==> config.mk <==
export PLATFORM = sky130hd
export DESIGN_NAME = mod_serializer_flat
export DESIGN_NICKNAME = d
export VERILOG_FILES = /design/src/rtl/mod_pkg.sv /design/src/rtl/mod_serializer_if.sv /design/src/rtl/mod_bit_timer.sv /design/src/rtl/mod_serializer.sv /design/src/flat_wrapper.sv
export SDC_FILE = /design/constraint.sdc
export NUM_CORES = 1
export LEC_CHECK = 0
export CAP_MARGIN = 20
export CORE_UTILIZATION = 25
export CTS_BUF_LIST = sky130_fd_sc_hd__clkbuf_4
export DETAILED_ROUTE_END_ITERATION = 8
export SYNTH_ARGS = -nofsm -noshare
export SYNTH_HDL_FRONTEND = slang
export SYNTH_HIERARCHICAL = 1
export SYNTH_SLANG_ARGS = --single-unit
==> constraint.sdc <==
create_clock -name clk -period 4.4 [get_ports clk]
set_clock_uncertainty 0.15 [all_clocks]
set_input_delay 0.66 -clock clk [delete_from_list [all_inputs] [get_ports clk]]
set_output_delay 0.66 -clock clk [all_outputs]
set_load 0.02 [all_outputs]
==> src/rtl/mod_pkg.sv <==
// Shared types and constants for the byte-to-serial modulator.
// Frame timing defaults assume a 50 MHz system clock.
package mod_pkg;
  typedef enum logic {
    IDLE  = 1'b0,
    SHIFT = 1'b1
  } mod_state_t;

  localparam int MOD_DEFAULT_BIT_CYCLES = 25000;
  localparam int MOD_NBITS = 8;
  localparam int MOD_FRAME_CYCLES =
    MOD_NBITS * MOD_DEFAULT_BIT_CYCLES;
endpackage

==> src/rtl/mod_serializer_if.sv <==
// Byte handshake plus serial line bundle for mod_serializer.
// master = byte source / line observer, slave = the modulator.
interface mod_serializer_if;
  import mod_pkg::*;

  logic [MOD_NBITS-1:0] data;
  logic                 load;
  logic                 ready;
  logic                 busy;
  logic                 NEW_BYTE;
  logic                 signal;

  modport master (
    output data, load,
    input  ready, busy, NEW_BYTE, signal
  );

  modport slave (
    input  data, load,
    output ready, busy, NEW_BYTE, signal
  );
endinterface

==> src/rtl/mod_bit_timer.sv <==
// Bit slot timer: counts 0..BIT_CYCLES-1 while enabled and
// pulses tick on the last count of each slot.
module mod_bit_timer #(
  parameter int BIT_CYCLES = 25000
) (
  input  logic clk,
  input  logic rst,
  input  logic clr,
  input  logic en,
  output logic tick
);
  localparam int W = $clog2(BIT_CYCLES);
  localparam logic [W-1:0] LAST = W'(BIT_CYCLES - 1);

  logic [W-1:0] r_cnt;

  assign tick = en & (r_cnt == LAST);

  always_ff @(posedge clk) begin
    if (rst | clr)
      r_cnt <= '0;
    else if (en)
      r_cnt <= tick ? '0 : r_cnt + 1'b1;
  end
endmodule

==> src/rtl/mod_serializer.sv <==
// Byte-to-serial modulator, MSB first, NEW_BYTE marks bit 7.
// Define MOD_REPEAT_EN to retransmit the last byte when idle.
module mod_serializer
  import mod_pkg::*;
#(
  parameter int BIT_CYCLES = MOD_DEFAULT_BIT_CYCLES,
  parameter int NBITS      = MOD_NBITS
) (
  input  logic            clk,
  input  logic            rst,
  mod_serializer_if.slave bus
);
  localparam int IW = $clog2(NBITS);
  localparam logic [IW-1:0] IDX_TOP = IW'(NBITS - 1);

  mod_state_t       r_state;
  logic [NBITS-1:0] r_shreg;
  logic [IW-1:0]    r_idx;
  logic             r_new_byte;
`ifdef MOD_REPEAT_EN
  logic [NBITS-1:0] r_copy;
`endif

  logic w_shift;
  logic w_tick;
  logic w_frame_end;
  logic w_ready;
  logic w_accept;

  assign w_shift     = (r_state == SHIFT);
  assign w_frame_end = w_tick & (r_idx == '0);
  assign w_ready     = ~rst & (~w_shift | w_frame_end);
  assign w_accept    = bus.load & w_ready;

  mod_bit_timer #(
    .BIT_CYCLES(BIT_CYCLES)
  ) u_timer (
    .clk  (clk),
    .rst  (rst),
    .clr  (w_accept),
    .en   (w_shift),
    .tick (w_tick)
  );

  always_ff @(posedge clk) begin
    if (rst) begin
      r_state    <= IDLE;
      r_shreg    <= '0;
      r_idx      <= '0;
      r_new_byte <= 1'b0;
`ifdef MOD_REPEAT_EN
      r_copy     <= '0;
`endif
    end else if (w_accept) begin
      r_state    <= SHIFT;
      r_shreg    <= bus.data;
      r_idx      <= IDX_TOP;
      r_new_byte <= 1'b1;
`ifdef MOD_REPEAT_EN
      r_copy     <= bus.data;
`endif
    end else if (w_frame_end) begin
`ifdef MOD_REPEAT_EN
      r_shreg    <= r_copy;
      r_idx      <= IDX_TOP;
      r_new_byte <= 1'b1;
`else
      // last shift leaves shreg zero, so signal idles low
      r_state    <= IDLE;
      r_shreg    <= {r_shreg[NBITS-2:0], 1'b0};
      r_new_byte <= 1'b0;
`endif
    end else if (w_tick) begin
      r_shreg    <= {r_shreg[NBITS-2:0], 1'b0};
      r_idx      <= r_idx - 1'b1;
      r_new_byte <= 1'b0;
    end
  end

  assign bus.ready    = w_ready;
  assign bus.busy     = w_shift;
  assign bus.NEW_BYTE = r_new_byte;
  assign bus.signal   = r_shreg[NBITS-1];
endmodule

==> src/flat_wrapper.sv <==
// flat-port wrapper written by rule: the top's interface ports become plain ports
module mod_serializer_flat import mod_pkg::*;
#(
  parameter int BIT_CYCLES = MOD_DEFAULT_BIT_CYCLES,
  parameter int NBITS      = MOD_NBITS
)
  (clk, rst, bus_data, bus_load, bus_ready, bus_busy, bus_NEW_BYTE, bus_signal);
  mod_serializer_if bus_i ();
  input  logic clk;
  input  logic rst;
  input wire logic [$bits(bus_i.data)-1:0] bus_data;
  input wire logic [$bits(bus_i.load)-1:0] bus_load;
  output wire logic [$bits(bus_i.ready)-1:0] bus_ready;
  output wire logic [$bits(bus_i.busy)-1:0] bus_busy;
  output wire logic [$bits(bus_i.NEW_BYTE)-1:0] bus_NEW_BYTE;
  output wire logic [$bits(bus_i.signal)-1:0] bus_signal;
  assign bus_i.data = bus_data;
  assign bus_i.load = bus_load;
  assign bus_ready = bus_i.ready;
  assign bus_busy = bus_i.busy;
  assign bus_NEW_BYTE = bus_i.NEW_BYTE;
  assign bus_signal = bus_i.signal;
  mod_serializer #(.BIT_CYCLES(BIT_CYCLES), .NBITS(NBITS)) u_core (.clk(clk), .rst(rst), .bus(bus_i));
endmodule
==> results of run 1 <==
==> power groups by stage <==
stage,clock network [mW],logic (mW),registers [mW]
floorplan,0,0.0392,0.277
global placement,0,0.0591,0.277
detailed placement,0,0.0591,0.277
CTS,0.179,0.0595,0.272
global route,0.188,0.0656,0.274
finish,0.172,0.0590,0.272
==> flip-flops by register name (all words and copies together), names as in the netlist <==
signal / cells
u_core/bus.busy: 1
u_core/r_idx: 3
u_core/u_timer/r_cnt: 15
u_core/r_shreg: 8
u_core/bus.NEW_BYTE: 1
==> layout make-up <==
cell class / count / area share
Multi-Input combinational cell: 113 / 0.473
Tap cell: 72 / 0.0543
Clock buffer: 3 / 0.0136
Timing Repair Buffer: 16 / 0.0936
Sequential cell: 28 / 0.338
Inverter: 4 / 0.00906
Clock inverter: 1 / 0.0181
==> through the flow <==
stage               total power, mW  hold WS, ns
floorplan                     0.316        0.298
global placement              0.336        0.315
detailed placement            0.337        0.316
CTS                           0.510        0.341
global route                  0.527        0.385
finish                        0.503        0.338
==> logic make-up (layout without fill, tap and decap cells) <==
logic type | Yosys count | after routing
AND/OR/NAND/NOR | 60 | 60
AO/OA/AOI/OAI | 31 | 31
flip-flops | 28 | 28
buffers and inverters | 12 | 24
XOR/XNOR | 11 | 11
multiplexers | 8 | 8
adder cells (fa/ha/maj) | 3 | 3
==> worst paths after layout <==
path                                 start                       end  slack [ns]
setup / recovery           u_core/bus.busy                 bus_ready        0.92
hold / removal    u_core/u_timer/r_cnt[14]  u_core/u_timer/r_cnt[14]        0.34
setup reg to reg           u_core/bus.busy   u_core/u_timer/r_cnt[6]        1.64
hold reg to reg   u_core/u_timer/r_cnt[14]  u_core/u_timer/r_cnt[14]        0.34
==> per-layer routing <==
| layer | GRT usage | part of all wire | vias to the layer above |
|---|---|---|---|
| met5 | 0 | 0 | - |
| met4 | 0.0340 | 0.013 | 0 |
| met3 | 0.0179 | 0.035 | 4 |
| met2 | 0.141 | 0.41 | 23 |
| met1 | 0.139 | 0.54 | 498 |
| li1 | - | - | 574 |
==> critical path, delay by kind of cell, from the launching register on <==
family                 cells  cell delay [ns]
flip-flops                 1             0.58
AND/OR/NAND/NOR            3             0.60
buffers and inverters      3             0.97
AO/OA/AOI/OAI              1             0.17
==> cells in the final DEF, fill, tap and decap left out, drive strengths merged, types with 5 or more instances in the layout <==
cell type	synthesis	routed
dfxtp	28	28
nor2	17	17
clkdlybuf4s50	0	14
a21oi	14	14
mux2i	8	8
nand2	8	8
xnor2	8	8
a211oi	7	7
nand2b	5	5
nand4	5	5
==> impl_metrics.json, run 1 <==
{
  "postCtsSetupBuffers": 0,
  "netSwitchingPower_mw": 0.117,
  "max-vdd-ir-drop_mv": 0.124,
  "cts_made_buffers": 3,
  "dp_worst_setup_slack_ns": 1.32,
  "hold_buffers": 0,
  "fp.dieW_um": 77.2,
  "yosysWarnings": 6,
  "viasPerCell": 4.64,
  "power_frac_comb": 0.117,
  "tightestPinTransition_ns": 0.457,
  "synth_fa_ha_area_frac": 0.0265,
  "synthSimpleGateAreaFrac": 0.249,
  "p_leak_nw": 0.549,
  "critPathKind": "reg2out",
  "routedWlPerCell_um": 11.3,
  "rsz0062_at_grt": "no",
  "grt_pass1_vias": 1007,
  "syn_inst": 153,
  "muxShareOfSynthArea": 0.0566,
  "slew_violations": 0,
  "powerDensity_nw_per_um2": 303,
  "fin_crit_sh": 0.790,
  "maxCapViolCount": 0,
  "cts_sinks": 28,
  "row_count": 27,
  "initial_core_util": 0.258,
  "synth.most_common_cell": "dfxtp_1",
  "core_sq_um": 5470,
  "syn-num-nets": 167,
  "dp_cells": 233,
  "synth_top_area_share": 0.396,
  "required_ns": 3.59,
  "finalSetupViolCount": 0,
  "finalNetCount": 180,
  "cts_tree": "yes",
  "yosysTopAreaCell": "dfxtp_1",
  "worstPathArrival_ns": 2.67,
  "reg2reg_depth": 10,
  "power.share.sequential": 0.541,
  "yosysUniqueCellTypes": 41,
  "netSwitchingFraction": 0.233,
  "synthXorXnorAreaFrac": 0.0681,
  "wl_um": 2680,
  "timing.fmax_mhz": 288,
  "cts_buffer_depth": 2,
  "end_kind": "primary output",
  "drt_first_pass_iters": 4,
  "finalSetupTns_ns": 0,
  "grt_overflow": 0,
  "hold_viol": 0,
  "p_int_mw": 0.386,
  "ys.flop_type": "dfxtp_1",
  "setup_slack_ns": 0.923,
  "relSlewSlack": 0.695,
  "antenna_found_initial": 0,
  "fp.dieArea_sq_um": 5960,
  "crit_fanout": 16,
  "synth_area_sq_um": 1410,
  "drc": 0,
  "layout-drive-gt1-share": 0.103,
  "gp_congestion": 0.773,
  "ys_async_sr_fraction": 0,
  "num_vias": 1099,
  "outcome": "complete, no violations",
  "synth_top_family_by_area": "simple AND/OR/NAND/NOR gates",
  "synth_area_per_cell_sq_um": 9.24,
  "clkTransAtPathRegs_ns": 0.16,
  "hold_depth": 2,
  "fillers": 589,
  "seq_area_sq_um": 561,
  "postRouteAntennaNets": 0,
  "clockPowerShare": 0.342,
  "n_antenna_cell": 0,
  "place_area_sq_um": 1610,
  "ys_seq_area_frac": 0.396,
  "synth_compound_area_frac": 0.155,
  "multi_input_area_sq_um": 785,
  "synth-seq-cells": 28,
  "portBuffers": 14,
  "dp_hpwl_um": 1850,
  "final_cell_count_no_fill": 237,
  "synth_edf_count": 0,
  "clkLatencyLatePin_ns": 0.34,
  "worstPathCellList": "nor4bb_1 -> nand4_1 -> inv_1 -> buf_4 -> nand3b_1 -> a21oi_1 -> clkdlybuf4s50_1",
  "final_util": 0.303,
  "grt_usage": 0.0963,
  "io_pins": 15,
  "min_period_ns": 3.48,
  "clockRootBuffer": "clkbuf_4",
  "synthTopCellsByArea": "dfxtp_1, mux2i_1, a21oi_1",
  "netlist_top_cells_count": "dfxtp_1, nor2_1, a21oi_1",
  "slowest_stage": "clkdlybuf4s50_1",
  "grt_pass1_wl_um": 4700,
  "htreeDepth": 1,
  "die_h_um": 77.2,
  "max_stage_delay_ns": 0.63,
  "ctsResizeCount": 0,
  "grt_max_degree": 20,
  "syn_to_final_growth_pct": 17.3,
  "critPathLaunchType": "flip-flop",
  "hp-class": "reg2reg",
  "final_area_sq_um": 1660,
  "drtIter0Drc": 53
}
No activity file was read; power rests on OpenSTA's default activity.
==> inputs of run 2 (changes only) <==
clock period = 3.11 ns   (was 4.4 ns; I/O delays follow)
==> impl_metrics.json, run 2 (synthesis results as in run 1) <==
{
  "outcome": "complete, no violations",
  "reg2reg_from": "u_core/u_timer/r_cnt[0]",
  "grt_overflow": 0,
  "fp.dieArea_sq_um": 5960,
  "critPathLaunchType": "flip-flop",
  "num_vias": 1135,
  "largest_reg_flops": 15,
  "finalSetupTns_ns": 0,
  "crit_fanout": 5,
  "cts_sinks": 28,
  "cts_buffer_depth": 2,
  "initial_core_util": 0.258,
  "min-delay-start": "u_core/bus.NEW_BYTE",
  "min_period_ns": 2.64,
  "antenna_found_initial": 0,
  "die_h_um": 77.2,
  "fillers": 593,
  "top_register": "u_core/u_timer/r_cnt",
  "critPathKind": "reg2out",
  "grt_pass1_wl_um": 4820,
  "grt_usage": 0.0979,
  "relSlewSlack": 0.704,
  "drc": 0,
  "postCtsSetupBuffers": 0,
  "core_sq_um": 5470,
  "maxCapViolCount": 0,
  "grt_pass1_vias": 1058,
  "p_leak_nw": 0.571,
  "hold_buffers": 0,
  "rsz0062_at_grt": "no",
  "finalSetupViolCount": 0,
  "postRouteAntennaNets": 0,
  "max-vdd-ir-drop_mv": 0.248,
  "clkLatencyLatePin_ns": 0.33,
  "critPathTopFamily": "simple AND/OR/NAND/NOR gates",
  "layout-drive-gt1-share": 0.114,
  "powerDensity_nw_per_um2": 425,
  "hp-class": "reg2reg",
  "min_to": "u_core/bus.NEW_BYTE",
  "htreeDepth": 1,
  "r2r_slack_ns": 0.59,
  "max_stage_delay_ns": 0.42,
  "wl_um": 2680,
  "required_ns": 2.49,
  "cts_made_buffers": 3,
  "cts_tree": "yes",
  "drt_first_pass_iters": 4,
  "final_cell_mix": "dfxtp_1, nor2_1, a21oi_1",
  "viasPerCell": 4.75,
  "worstPathArrival_ns": 2.02,
  "rr_endpoint": "u_core/u_timer/r_cnt[11]",
  "timing.fmax_mhz": 379,
  "hold_viol": 0,
  "finalNetCount": 182,
  "fp.dieW_um": 77.2,
  "gp_congestion": 0.755,
  "final_cell_count_no_fill": 239,
  "clkTransAtPathRegs_ns": 0.16,
  "hold_depth": 2,
  "portBuffers": 14,
  "n_antenna_cell": 0,
  "largest_registers": "u_core/u_timer/r_cnt: 15 flops, u_core/r_shreg: 8 flops, u_core/r_idx: 3 flops",
  "syn_to_final_growth_pct": 18.5,
  "grt_max_degree": 19,
  "slew_violations": 0,
  "path_buf_inv": 2,
  "routedWlPerCell_um": 11.2,
  "worstPathCellList": "ha_1 -> and3_1 -> nand4_1 -> inv_1 -> nand3b_1 -> a21oi_1 -> dlymetal6s2s_1",
  "reg2reg_depth": 10,
  "fin_crit_sh": 0.848,
  "row_count": 27,
  "dp_hpwl_um": 1920,
  "end_kind": "primary output",
  "io_pins": 15,
  "tightestPinTransition_ns": 0.443,
  "final_common_cell": "dfxtp_1",
  "slowest_stage": "dfxtp_1",
  "drtIter0Drc": 55,
  "dp_cells": 235,
  "clockRootBuffer": "clkbuf_4"
}
==> run 2: cell count changes in the layout (fill, tap and decap cells not counted), sizes merged <==
cell | before | now
clkdlybuf4s50 | 14 | 13
buf | 2 | 4
dlymetal6s2s | 0 | 1
==> run 2: through the flow <==
| step | setup WS (ns) | instance area (sq um) | utilization | hold slack (ns) | power (mW) |
|---|---|---|---|---|---|
| floorplan | 0.510 | 1410 | - | 0.298 | 0.448 |
| global placement | 0.524 | 1620 | 0.296 | 0.317 | 0.479 |
| detailed placement | 0.503 | 1620 | 0.296 | 0.314 | 0.479 |
| CTS | 0.0628 | 1670 | 0.306 | 0.339 | 0.727 |
| global route | 0.278 | 1680 | 0.306 | 0.361 | 0.748 |
| finish | 0.473 | 1680 | 0.306 | 0.335 | 0.713 |
==> run 2: how the worst max path moves through the flow <==
stage,start,to,depth (start not counted),slack [ns]
5_1_grt,u_core/u_timer/r_cnt[0],bus_ready,7,0.28
4_1_cts,u_core/u_timer/r_cnt[0],bus_ready,7,0.06
2_1_floorplan,u_core/bus.busy,u_core/u_timer/r_cnt[10],13,0.51
6_report,u_core/u_timer/r_cnt[0],bus_ready,7,0.47
3_5_place_dp,u_core/u_timer/r_cnt[0],bus_ready,7,0.50
3_3_place_gp,u_core/u_timer/r_cnt[10],bus_ready,6,0.52
==> run 2: report_power, final <==
group	internal, mW	switching (mW)	leakage (nW)
combinational	0.0434	0.0450	0.314
clock	0.130	0.112	0.0279
sequential	0.374	0.00868	0.229
==> run 2: tightest hold or removal path: stages (launching register included) <==
cell,delay [ns]
dfxtp_1,0.34
nand2b_1,0.06
a21oi_1,0.06
==> run 2: final cells by class <==
cell class                      instances  area, sq um  share of cell area
Clock buffer                            3         22.5              0.0134
Timing Repair Buffer                   18          173               0.103
Inverter                                4         15.0             0.00896
Sequential cell                        28          561               0.335
Tap cell                               72         90.1              0.0538
Multi-Input combinational cell        113          785               0.468
Clock inverter                          1         30.0              0.0179
==> run 2: routing by layer <==
layer	vias up	part of all wire	GRT usage
met5	-	0	0
met4	0	0.010	0.0340
met3	4	0.032	0.0143
met2	25	0.44	0.149
met1	526	0.52	0.139
li1	580	-	-
==> run 2: timing repair <==
action                                  in CTS  in global routing
endpoints found under the setup margin       0                  1
gates resized for setup                      0                  1
hold endpoints to repair                     0                  0
==> inputs of run 3 (changes only) <==
clock period = 2.3 ns   (was 3.11 ns; I/O delays follow)
==> impl_metrics.json, run 3 (synthesis results as in run 1) <==
{
  "tightestPinTransition_ns": 0.324,
  "portBuffers": 14,
  "grt_usage": 0.102,
  "worstPathArrival_ns": 1.66,
  "finalSetupTns_ns": 0,
  "grt_pass1_vias": 1148,
  "finalSetupViolCount": 0,
  "drtIter0Drc": 36,
  "clockRootBuffer": "clkbuf_4",
  "outcome": "complete, no violations",
  "final_common_cell": "dfxtp_1",
  "min_period_ns": 2.15,
  "seq_area_sq_um": 567,
  "cts_sinks": 28,
  "grt_pass1_wl_um": 5080,
  "fp.dieArea_sq_um": 5960,
  "gp_congestion": 0.738,
  "maxCapViolCount": 0,
  "clkLatencyLatePin_ns": 0.33,
  "postRouteAntennaNets": 0,
  "required_ns": 1.80,
  "htreeDepth": 1,
  "final_cell_count_no_fill": 258,
  "clkTransAtPathRegs_ns": 0.16,
  "max-vdd-ir-drop_mv": 0.271,
  "rr_endpoint": "u_core/u_timer/r_cnt[12]",
  "largest_reg_flops": 15,
  "crit_end": "bus_ready",
  "critPathLaunchType": "flip-flop",
  "grt_overflow": 0,
  "n_antenna_cell": 0,
  "rsz0062_at_grt": "no",
  "p_leak_nw": 0.661,
  "powerDensity_nw_per_um2": 519,
  "routedWlPerCell_um": 10.8,
  "fin_crit_sh": 0.936,
  "cts_tree": "yes",
  "drc": 0,
  "hold_viol": 0,
  "initial_core_util": 0.258,
  "critPathKind": "reg2out",
  "cts_made_buffers": 3,
  "layout-drive-gt1-share": 0.263,
  "wl_um": 2790,
  "io_pins": 15,
  "relSlewSlack": 0.782,
  "crit_fanout": 2,
  "slew_violations": 0,
  "hold_buffers": 0,
  "cts_buffer_depth": 2,
  "syn_to_final_growth_pct": 32.7,
  "finalNetCount": 201,
  "r2r_slack_ns": 0.23,
  "fp.dieW_um": 77.2,
  "die_h_um": 77.2,
  "drt_first_pass_iters": 4,
  "reg2reg_depth": 12,
  "antenna_found_initial": 0,
  "final_cell_mix": "dfxtp_1, buf_4, nor2_1",
  "viasPerCell": 4.47,
  "grt_max_degree": 19,
  "dp_hpwl_um": 2030,
  "dp_cells": 253,
  "multi_input_area_sq_um": 821,
  "p_total_mw": 0.974,
  "core_sq_um": 5470,
  "critPathLaunch": "u_core/u_timer/r_cnt[0]",
  "row_count": 27,
  "timing.fmax_mhz": 464,
  "end_kind": "primary output",
  "top_register": "u_core/u_timer/r_cnt",
  "reg2reg_from": "u_core/u_timer/r_cnt[0]",
  "hp-class": "reg2reg",
  "num_vias": 1154,
  "fillers": 585,
  "largest_registers": "u_core/u_timer/r_cnt: 15 flops, u_core/r_shreg: 8 flops, u_core/r_idx: 3 flops"
}
-- run 3: changes by cell type in the layout (fill, tap and decap cells not counted), sizes merged --
cell	change
dlymetal6s2s	-1
buf	+20
-- run 3: worst max-delay path, stage by stage (launching register included) --
cell	delay, ns
dfxtp_2	0.38
ha_4	0.13
and3_4	0.17
nand4_1	0.13
inv_2	0.10
nand3b_1	0.12
a21oi_2	0.15
buf_4	0.15
-- run 3: final cells by class --
type                            count  share of cell area
Multi-Input combinational cell    113               0.438
Tap cell                           72              0.0480
Sequential cell                    28               0.302
Inverter                            4             0.00801
Clock buffer                        3              0.0120
Clock inverter                      1              0.0160
Timing Repair Buffer               37               0.176
-- run 3: where the power goes --
| group | internal (mW) | leakage, nW | switching, mW |
|---|---|---|---|
| combinational | 0.0701 | 0.403 | 0.0640 |
| sequential | 0.505 | 0.230 | 0.0113 |
| clock | 0.176 | 0.0279 | 0.147 |
| total | 0.752 | 0.661 | 0.222 |
-- run 3: worst min-delay path by stage --
stage                                  start                  endpoint  depth (start not counted)
floorplan                                rst   u_core/u_timer/r_cnt[1]                          1
global placement    u_core/u_timer/r_cnt[14]  u_core/u_timer/r_cnt[14]                          2
detailed placement  u_core/u_timer/r_cnt[14]  u_core/u_timer/r_cnt[14]                          2
CTS                 u_core/u_timer/r_cnt[14]  u_core/u_timer/r_cnt[14]                          2
global route        u_core/u_timer/r_cnt[14]  u_core/u_timer/r_cnt[14]                          2
finish              u_core/u_timer/r_cnt[14]  u_core/u_timer/r_cnt[14]                          2
-- run 3: repair_timing --
action                                  in CTS  in global routing
pin swaps                                    0                  1
setup buffers                                0                  1
resized for setup                            5                 12
cloned                                       0                  0
endpoints found under the setup margin       1                 14
-- run 3: layer usage --
layer	wire length, um	part of all wire	track usage	vias up
met4	12	0.0043	0.0226	0
met2	1300	0.46	0.173	14
met3	59	0.021	0.0190	2
met1	1420	0.51	0.131	519
li1	-	-	-	619
met5	0	0	0	-
-- run 3: through the flow --
stage / utilization / hold slack [ns] / instance area, sq um / worst slack (ns)
2_1_floorplan: - / 0.272 / 1440 / 0.0221
3_3_place_gp: 0.324 / 0.315 / 1770 / 0.0613
3_5_place_dp: 0.324 / 0.322 / 1770 / 0.0326
4_1_cts: 0.334 / 0.345 / 1830 / 0.0790
5_1_grt: 0.343 / 0.357 / 1880 / 0.0135
6_report: 0.343 / 0.338 / 1880 / 0.147
